--- src/rtl/uart_tx_arbiter.sv ---
// Round-robin scheduler sharing one uart_tx among NUM_REQ requesters of 9-bit words.
// Define UART_TX_ARB_WATCHDOG_EN to enable the frame watchdog that drives timeout_err.
module uart_tx_arbiter #(
  parameter int NUM_REQ = 4,
  parameter int ID_W    = $clog2(NUM_REQ),
  parameter int TIMEOUT = 65535
) (
  input  logic                 clock,
  input  logic                 reset_n,
  input  logic [NUM_REQ-1:0]   req,
  input  logic [9*NUM_REQ-1:0] req_data,
  output logic [NUM_REQ-1:0]   gnt,
  output logic                 tx_send,
  output logic [8:0]           tx_data,
  input  logic                 tx_ready,
  output logic                 busy,
  output logic [ID_W-1:0]      active_id,
  output logic                 frame_done,
  output logic                 timeout_err
);

  typedef enum logic [2:0] {
    IDLE,
    GRANT,
    ISSUE,
    WAIT_BUSY,
    WAIT_DONE,
    GAP
  } state_t;

  state_t          state;
  logic [ID_W-1:0] ptr;
  logic [ID_W-1:0] winner;
  logic            found;

`ifdef UART_TX_ARB_WATCHDOG_EN
  logic [15:0] wd_cnt;
  logic        wd_hit;
  assign wd_hit = (wd_cnt == 16'(TIMEOUT - 1));
`else
  assign timeout_err = 1'b0;
`endif

  // First requester at or above ptr+1, wrapping; the last-served one is checked last.
  always_comb begin
    int unsigned idx;
    winner = '0;
    found  = 1'b0;
    idx    = 0;
    for (int unsigned k = 1; k <= NUM_REQ; k++) begin
      idx = (32'(ptr) + k) % NUM_REQ;
      if (!found && req[idx[ID_W-1:0]]) begin
        found  = 1'b1;
        winner = idx[ID_W-1:0];
      end
    end
  end

  always_ff @(posedge clock or negedge reset_n) begin
    if (!reset_n) begin
      state      <= IDLE;
      ptr        <= ID_W'(NUM_REQ - 1);
      gnt        <= '0;
      tx_send    <= 1'b0;
      tx_data    <= '0;
      busy       <= 1'b0;
      active_id  <= '0;
      frame_done <= 1'b0;
`ifdef UART_TX_ARB_WATCHDOG_EN
      wd_cnt      <= '0;
      timeout_err <= 1'b0;
`endif
    end else begin
      gnt        <= '0;
      tx_send    <= 1'b0;
      frame_done <= 1'b0;
      case (state)
        IDLE: begin
          // Winner, word and pointer are all taken on the edge that raises gnt.
          if (found && tx_ready) begin
            gnt       <= NUM_REQ'(1) << winner;
            tx_data   <= req_data[9*winner +: 9];
            active_id <= winner;
            ptr       <= winner;
            busy      <= 1'b1;
            state     <= GRANT;
          end
        end
        GRANT: begin
          tx_send <= 1'b1;
          state   <= ISSUE;
        end
        ISSUE: begin
`ifdef UART_TX_ARB_WATCHDOG_EN
          wd_cnt <= '0;
`endif
          state <= WAIT_BUSY;
        end
        WAIT_BUSY: begin
          if (!tx_ready) begin
`ifdef UART_TX_ARB_WATCHDOG_EN
            wd_cnt <= '0;
`endif
            state <= WAIT_DONE;
          end
`ifdef UART_TX_ARB_WATCHDOG_EN
          else if (wd_hit) begin
            timeout_err <= 1'b1;
            busy        <= 1'b0;
            state       <= GAP;
          end else begin
            wd_cnt <= wd_cnt + 16'd1;
          end
`endif
        end
        WAIT_DONE: begin
          if (tx_ready) begin
            frame_done <= 1'b1;
            busy       <= 1'b0;
            state      <= GAP;
          end
`ifdef UART_TX_ARB_WATCHDOG_EN
          else if (wd_hit) begin
            timeout_err <= 1'b1;
            busy        <= 1'b0;
            state       <= GAP;
          end else begin
            wd_cnt <= wd_cnt + 16'd1;
          end
`endif
        end
        // uart_tx shows ready during its last stop tick but cannot accept send yet.
        GAP: state <= IDLE;
        default: state <= IDLE;
      endcase
    end
  end

endmodule

--- config.mk ---
export PLATFORM = sky130hd
export DESIGN_NAME = uart_tx_arbiter
export DESIGN_NICKNAME = d
export VERILOG_FILES = /design/src/rtl/uart_tx_arbiter.sv
export SDC_FILE = /design/constraint.sdc
export NUM_CORES = 1
export LEC_CHECK = 0
export CAP_MARGIN = 20
export CORE_MARGIN = 3
export CORE_UTILIZATION = 25
export CTS_BUF_LIST = sky130_fd_sc_hd__clkbuf_8
export CTS_CLUSTER_DIAMETER = 100
export DETAILED_ROUTE_END_ITERATION = 16
export PLACE_DENSITY = 0.54
export SYNTH_ARGS = -nofsm -noshare
export SYNTH_HDL_FRONTEND = slang
export SYNTH_SLANG_ARGS = --single-unit
--- constraint.sdc ---
create_clock -name clock -period 3.5 [get_ports clock]
set_clock_uncertainty 0.05 [all_clocks]
set_input_delay 0.35 -clock clock [delete_from_list [all_inputs] [get_ports clock]]
set_output_delay 0.35 -clock clock [all_outputs]
set_load 0.01 [all_outputs]
Word-level counts from Yosys, hierarchy flattened
Cells that the tools add are included.
- bits in writable memories: 0
- ROM bits: 0
- input bits: 43
- memories: 0
- output and inout port bits: 19
- word-level logic and storage cells: 66
- bits in registers: 23
- latch bits: 0
- muxes and demuxes: 28
- div/mod/pow operators: 0
- equal/unequal tests: 7
- bitwise gates (word level): 0
- magnitude comparators: 4
- add/subtract/negate cells: 4
- shift operators: 2
- reductions and logical operators: 12
- $mul: 1
- operators by type and width (kind ; count):
    $shiftx 36x7->9 ; 1
    $pmux 3 s5 ; 1
    $mux 1 ; 13
    $lt 2x3->1 const B ; 4
    $mux 3 ; 3
    $bmux 1 s2 ; 4
    $mux 2 ; 4
    $mux 4 ; 2
    $eq 3x2->1 const B ; 2
    $mul 4x2->6 const A ; 1
    $ne 2x2->1 const B ; 3
    $reduce_and 3->1 ; 2
    $add 2x1->2 const B ; 2
    $add 2x2->2 const B ; 2
    $logic_and 1x1->1 ; 4
    $shl 1x2->4 const A ; 1
    $eq 3x1->1 const B ; 1
    $eq 3x3->1 const B ; 1
    $logic_not 1->1 ; 3
    $logic_not 3->1 ; 1
    $pmux 1 s2 ; 1
    $reduce_and 2->1 ; 1
    $reduce_bool 2->1 ; 1

Longest topological paths before layout
Gate-level depths: netlist of the first run.
- word-level depth: 16
- gate-level depth with buffers: 8
- mapped depth without buffers: 5

Worst setup path after synthesis of the first run
Ideal clock, no wire load.
- path kind: reg2reg
- start point: register ptr[0]
- end point: register tx_data[5]
- cell stages (with the launch flop): 8
- path slack: 1.593 ns
- period minus slack after synthesis: 1.907 ns
- data arrival time: 1.737 ns
- library setup time: 0.120 ns
- path buffers: 2
- required time: 3.330 ns
- cell sequence: dfstp_2 -> and2b_1 -> o21ai_1 -> and3_1 -> buf_6 -> buf_6 -> mux2_4 -> o211a_1
- cells in the longest elaborated chain, start to end: 15
- elaborated cells between the ends (all ways): 30
- classes of those cells: 4 x add/sub; 1 x mul; 1 x shift; 16 x mux; 8 x reduce/logical
- ends and longest elaborated chain (element ; line ; RTL):
    from (decl) ; 32 ; logic [ID_W-1:0] ptr;
    from (signal assigned) ; 62 ; ptr <= ID_W'(NUM_REQ - 1);
    from (signal assigned) ; 84 ; ptr <= winner;
    $add 2x1->2 ; 51 ; idx = (32'(ptr) + k) % NUM_REQ;
    $bmux 1 s2 ; 52 ; if (!found && req[idx[ID_W-1:0]]) begin
    $mux 1 (implied by the code) ; 52 ;
    $mux 1 ; 52 ;
    $logic_not 1->1 ; 52 ;
    $logic_and 1x1->1 ; 52 ;
    $mux 1 ; 52 ;
    $logic_not 1->1 ; 52 ;
    $logic_and 1x1->1 ; 52 ;
    $mux 1 ; 52 ;
    $logic_not 1->1 ; 52 ;
    $logic_and 1x1->1 ; 52 ;
    $mux 2 or $mux 1 (tied branches) ; 52 ;
    $mul 4x2->6 or $logic_and 1x1->1 (tied branches) ; 82, 80 ;
    $shiftx 36x7->9 or $reduce_and 2->1 (tied branches) ; n/a ;
    to (signal assigned) ; 82 ; tx_data <= req_data[9*winner +: 9];
    to (decl) ; 14 ; output logic [8:0] tx_data,
Several ways; a longest one is shown, not always the timed one. The select of a mux whose other input is x is not followed.
A chain may end at the register's enable or synchronous reset.

Final worst setup path of the first run
- start point: input port req[1]
- end point: register tx_data[8]
- cells in the longest elaborated chain, start to end: 14
- elaborated cells between the ends (all ways): 26
- classes of those cells: 1 x mul; 1 x shift; 16 x mux; 8 x reduce/logical
- ends and longest elaborated chain (element ; line ; RTL):
    from (decl) ; 10 ; input logic [NUM_REQ-1:0] req,
    $bmux 1 s2 ; 52 ;
    $mux 1 (implied by the code) ; 52 ;
    $mux 1 ; 52 ;
    $logic_not 1->1 ; 52 ;
    $logic_and 1x1->1 ; 52 ;
    $mux 1 ; 52 ;
    $logic_not 1->1 ; 52 ;
    $logic_and 1x1->1 ; 52 ;
    $mux 1 ; 52 ;
    $logic_not 1->1 ; 52 ;
    $logic_and 1x1->1 ; 52 ;
    $mux 2 or $mux 1 (tied branches) ; 52 ;
    $mul 4x2->6 or $logic_and 1x1->1 (tied branches) ; 82, 80 ;
    $shiftx 36x7->9 or $reduce_and 2->1 (tied branches) ; n/a ;
Several ways; a longest one is shown, not always the timed one. The select of a mux whose other input is x is not followed.

==> impl_metrics.py, run 1 <==
metrics = {
    "critical_path": {
        "critPathSlowestCell": "and3_1",
        "setup.worst_path.start": "req[1]",
        "critical_path.endpoint_type": "flip-flop",
        "max_stage_delay_ns": 0.54,
        "crit_chain": "clkdlybuf4s50_1 -> o21ai_2 -> and3_1 -> buf_4 -> mux2_4 -> o211a_1",
        "critPathKind": "primary input to flip-flop",
        "crit_path_start_kind": "primary input",
        "r2r-start": "state[1]",
        "worstPathArrival_ns": 2.66,
        "cp_max_fo": 14,
        "cp.required_ns": 3.61,
    },
    "yosys": {
        "ys_seq_area_share_pct": 44.5,
        "synth_edf_count": 0,
        "synth_area_um2": 1300,
        "ys_seq_elements": 23,
        "synth_cells": 129,
        "ys_async_sr_fraction_pct": 100,
        "yosys.area.top_type": "dfrtp_1",
        "ys_top_cells_by_area": "dfrtp_1 (40%), o211a_1 (6.9%), o221ai_1 (6.1%), or2_2 (4.8%), mux2_4 (4.6%)",
        "yosysUniqueCellTypes": 34,
        "syn-num-nets": 172,
        "synthFlopType": "dfrtp_1",
        "ys_warn_count": 0,
        "yosysTopAreaCellShare_pct": 40.4,
        "syn_avg_cell_area_um2": 10.1,
    },
    "finish": {
        "antenna_cells": 0,
        "syn_to_final_growth_pct": 54.9,
        "design_area_um2": 2010,
        "finalNetCount": 232,
        "drive_gt1_share_pct": 15.4,
        "nFillCells": 515,
    },
    "floorplanning": {
        "core_area_um2": 4880,
        "rows": 25,
        "dieHeight_um": 78.1,
        "initial_utilization_pct": 26.6,
        "fp.dieArea_um2": 6100,
        "io-pin-count": 62,
        "dieWidth_um": 78.1,
    },
    "run": {
        "max-cap-violations": 0,
    },
    "clock_network": {
        "clk_path_buf_depth": 2,
        "cts_resized": 0,
        "cts_setup_buffers": 0,
        "cts_tree": "yes",
        "cts_sinks": 23,
        "hold_buffers": 0,
        "root_buffer": "clkbuf_8",
        "clkTransAtPathRegs_ns": 0.08,
        "clk_latency_ns": 0.27,
        "cts_inserted_buffers": 3,
        "htreeDepth": 1,
    },
    "route": {
        "post_drt_wl_per_cell_um": 14.3,
        "detail-route-antenna-nets": 0,
        "drc_errors": 0,
        "dr.pass1.iters": 4,
        "via_count": 1166,
        "via_per_inst": 4.57,
        "totalWireLength_um": 3650,
        "drt_iter0_markers": 34,
    },
    "global_route": {
        "antenna_found_initial": 0,
        "overflow": 0,
        "grt_max_degree": 24,
        "grt_pass1_wl_um": 6070,
        "grt_use_total_pct": 12.2,
        "grt_pass1_vias": 1292,
    },
    "power": {
        "pwr-share-clk_pct": 13.0,
        "p_leak_nw": 0.883,
        "swShare_pct": 33.9,
        "power_density_nw_per_um2": 632,
        "ir_drop_uv": 263,
        "seq_power_share_pct": 35.8,
        "switching_power_w": 0.000432,
        "p_int_w": 0.000841,
        "comb_power_share_pct": 51.1,
    },
    "timing": {
        "hold_viol": 0,
        "finalSetupViolCount": 0,
        "min_period_over_period_pct": 72.8,
        "worstMarginPinSlew_ns": 0.802,
        "maxClockFrequency_mhz": 393,
        "tns_ns": 0,
        "slew_viol_final": 0,
        "period_minus_slack_ns": 2.55,
        "relSlewSlack_pct": 46.5,
        "rsz0062_at_grt": "false",
    },
    "placed_design": {
        "placed_area_um2": 1950,
        "place_hpwl_um": 2850,
        "io_buffers": 60,
        "routabilityCongestion": 0.706,
    },
    "min_path": {
        "hp-class": "primary input to async pin",
    },
    "status": {
        "status": "finished, final reports clean",
    },
}
## synthesized netlist by cell type, types with 2 or more instances
master / number
and2_1: 3
nor2b_1: 6
nor2_1: 6
buf_6: 3
nand2_1: 11
buf_2: 2
a21oi_1: 3
inv_1: 12
a21o_1: 2
or2_2: 10
dfrtp_1: 21
o221ai_1: 9
mux2_1: 2
mux2_2: 3
o21ai_0: 4
nand2b_1: 2
o211a_1: 9
mux2_4: 4
dfstp_2: 2
## worst max-delay path, delay by kind of cell
family          cells  cell delay, ns
buf+inv             2            0.78
compound gates      2            0.66
simple gates        1            0.54
mux                 1            0.32
## cell families (layout without fill, tap and decap cells)
group                  Yosys count  count (layout)  share of synthesized area [%]
AO/OA/AOI/OAI                   33              33                           20.6
multiplexers                     9               9                           8.95
flip-flops                      23              23                           44.5
AND/OR/NAND/NOR                 43              43                           17.7
other                            1               1                          0.288
buffers and inverters           20              79                           7.99
## registers in the layout, indices dropped and copies added, names as in the netlist
register / cells
active_id: 2
busy: 1
frame_done: 1
gnt: 4
ptr: 2
state: 3
tx_data: 9
tx_send: 1
## path summary, 6_finish.rpt
check / endpoint / slack [ns] / cells past startpoint
max: tx_data[8] / 0.95 / 6
min: gnt[0] / 0.36 / 1
max reg2reg: tx_data[3] / 1.05 / 5
min reg2reg: busy / 0.44 / 1
max in group asynchronous: ptr[0] / 2.49 / 2
min in group clock: busy / 0.44 / 1
## layout by cell type, fill, tap and decap left out, types with 3 or more instances in the layout
master           Yosys  layout
mux2_2               3       3
mux2_4               4       4
or2_2               10      10
clkbuf_8             0       3
clkdlybuf4s50_1      0      60
nor2b_1              6       6
nor2_1               6       6
o211a_1              9       9
o221ai_1             9       9
nand2_1             11      11
and2_1               3       3
o21ai_0              4       4
inv_1               12      12
a21oi_1              3       3
dfrtp_1             21      21
## per-stage QoR
stage | total power, W | util (%) | worst slack [ns] | hold WS [ns] | std cells
after floorplan | 0.000844 | - | 1.59 | 0.00441 | 129
after global placement | 0.00110 | 40.0 | 0.745 | 0.424 | 250
after detailed placement | 0.00112 | 40.0 | 0.640 | 0.419 | 250
after CTS | 0.00129 | 40.9 | 0.932 | 0.445 | 254
after global routing | 0.00136 | 41.3 | 0.770 | 0.389 | 255
final | 0.00127 | 41.3 | 0.952 | 0.361 | 255
## area by class of cell
cell class / instances / area (um^2) / share of cell area [%]
flip-flops and latches: 23 / 578 / 28.7
repair buffers: 62 / 623 / 31.0
clock buffers: 3 / 41.3 / 2.05
well taps: 67 / 83.8 / 4.16
multi-input cells: 86 / 633 / 31.4
inverters: 13 / 48.8 / 2.42
clock inverters: 1 / 5.00 / 0.249
## power by group through the flow
stage                     Clock [W]  Combinational (W)  Sequential [W]
after global routing       0.000177           0.000712        0.000474
after global placement            0           0.000641        0.000461
after floorplan                   0           0.000364        0.000480
final                      0.000166           0.000651        0.000456
after detailed placement          0           0.000658        0.000460
after CTS                  0.000172           0.000661        0.000457
## layer usage
metal  GRT usage, %  up-vias  routed length, um
li1               -      568                  -
met1           14.6      560               1480
met2           22.4       33               1920
met3           2.06        5                219
met4           3.15        0                 36
met5              0        -                  0
No activity file was read; power rests on OpenSTA's default activity.
==> run 2: changes to the inputs <==
clock period = 2.5 ns   (was 3.5 ns; I/O delays follow)
==> impl_metrics.py, run 2 (synthesis gave the netlist of run 1 again) <==
metrics = {
    "status": {
        "status": "finished, final reports clean",
    },
    "route": {
        "totalWireLength_um": 3720,
        "post_drt_wl_per_cell_um": 14.4,
        "via_per_inst": 4.55,
        "drc_errors": 0,
        "drt_iter0_markers": 44,
        "via_count": 1178,
        "detail-route-antenna-nets": 0,
        "dr.pass1.iters": 3,
    },
    "finish": {
        "nFillCells": 475,
        "syn_to_final_growth_pct": 57.5,
        "drive_gt1_share_pct": 16.7,
        "finalNetCount": 236,
        "largest_reg_flops": 9,
        "layout_common_cells": "clkdlybuf4s50_1 (60), dfrtp_1 (21), inv_1 (13)",
        "antenna_cells": 0,
        "largest-register": "tx_data",
        "top_regs": "tx_data: 9 flops, gnt: 4 flops, state: 3 flops",
        "design_area_um2": 2050,
        "layout_commonest_cell": "clkdlybuf4s50_1",
    },
    "floorplanning": {
        "fp.dieArea_um2": 6100,
        "dieHeight_um": 78.1,
        "io-pin-count": 62,
        "initial_utilization_pct": 26.6,
        "rows": 25,
        "core_area_um2": 4880,
        "dieWidth_um": 78.1,
    },
    "timing": {
        "worstMarginPinSlew_ns": 0.513,
        "tns_ns": 0,
        "rsz0062_at_grt": "false",
        "relSlewSlack_pct": 65.7,
        "maxClockFrequency_mhz": 483,
        "hold_viol": 0,
        "period_minus_slack_ns": 2.07,
        "min_period_over_period_pct": 82.8,
        "whs_ns": 0.275,
        "finalSetupViolCount": 0,
        "slew_viol_final": 0,
    },
    "critical_path": {
        "worstPathArrival_ns": 2.18,
        "path_buf_inv": 1,
        "cp.required_ns": 2.61,
        "cp_max_fo": 24,
        "critPathSlowestCell": "dfstp_2",
        "max_stage_delay_ns": 0.56,
        "crit_chain": "and2b_1 -> o21ai_1 -> and3_1 -> buf_12 -> mux2_2 -> o211a_1",
        "critPathKind": "flip-flop to flip-flop",
        "crit_path_start_kind": "flip-flop",
        "path_delay_family": "flip-flops",
        "critical_path.endpoint_type": "flip-flop",
    },
    "clock_network": {
        "clk_path_buf_depth": 2,
        "htreeDepth": 1,
        "cts_setup_buffers": 0,
        "root_buffer": "clkbuf_8",
        "cts_sinks": 23,
        "hold_buffers": 0,
        "clkTransAtPathRegs_ns": 0.08,
        "clk_latency_ns": 0.26,
        "cts_tree": "yes",
        "cts_resized": 0,
        "cts_inserted_buffers": 3,
    },
    "power": {
        "power_density_nw_per_um2": 887,
        "p_leak_nw": 0.907,
        "ir_drop_uv": 341,
    },
    "placed_design": {
        "place_hpwl_um": 2960,
        "io_buffers": 60,
        "placed_area_um2": 2000,
        "routabilityCongestion": 0.743,
    },
    "global_route": {
        "overflow": 0,
        "grt_pass1_wl_um": 6330,
        "grt_max_degree": 25,
        "grt_use_total_pct": 12.8,
        "grt_pass1_vias": 1353,
        "antenna_found_initial": 0,
    },
    "run": {
        "max-cap-violations": 0,
    },
    "min_path": {
        "hp-class": "primary input to async pin",
    },
}
## run 2: cell types whose count changed in the layout (fill, tap and decap cells not counted)
cell,delta
buf_12,+1
inv_1,+1
buf_8,-1
buf_4,+4
clkinv_2,-1
## run 2: final timing paths
path,from,to,slack [ns],cells after the start
setup / recovery,ptr[0],tx_data[0],0.43,6
hold / removal,reset_n,tx_data[2],0.27,1
setup reg to reg,ptr[0],tx_data[0],0.43,6
hold reg to reg,state[1],tx_send,0.45,1
max in group asynchronous,reset_n,ptr[1],1.47,2
min in group clock,state[1],tx_send,0.45,1
## run 2: stage by stage
stage	util (%)	setup slack [ns]	cells	power [W]
after floorplan	-	0.593	129	0.00118
after global placement	41.0	0.267	255	0.00158
after detailed placement	41.0	0.216	255	0.00161
after CTS	41.9	0.420	259	0.00184
after global routing	41.9	0.327	259	0.00196
final	41.9	0.429	259	0.00182
## run 2: routing by layer
layer / vias to the layer above / share of wire (%) / GRT usage [%]
met5: - / 0 / 0
met4: 0 / 0.38 / 2.10
met3: 2 / 4.4 / 2.29
met2: 28 / 55 / 25.0
met1: 577 / 40 / 14.4
li1: 571 / - / -
## run 2: layout make-up
cell class	count	area, um^2	share of cell area [%]
Tap cell	67	83.8	4.10
Sequential cell	23	578	28.2
Inverter	13	48.8	2.38
Multi-Input combinational cell	86	633	30.9
Clock inverter	1	3.75	0.183
Clock buffer	3	41.3	2.02
Timing Repair Buffer	66	658	32.2
## run 2: worst reg2reg max path, delay by kind of cell (launching register included)
family | cells | cell delay [ns]
DFF | 1 | 0.56
and+or+nand+nor | 2 | 0.42
AOI/OAI and AO/OA | 2 | 0.38
muxes | 1 | 0.36
buffers and inverters | 1 | 0.19
## run 2: where the power goes
group          internal (W)  switching [W]  total (W)
logic              0.000561       0.000390   0.000951
registers          0.000534       0.000103   0.000637
clock network      0.000110       0.000118   0.000228
total               0.00120       0.000611    0.00182
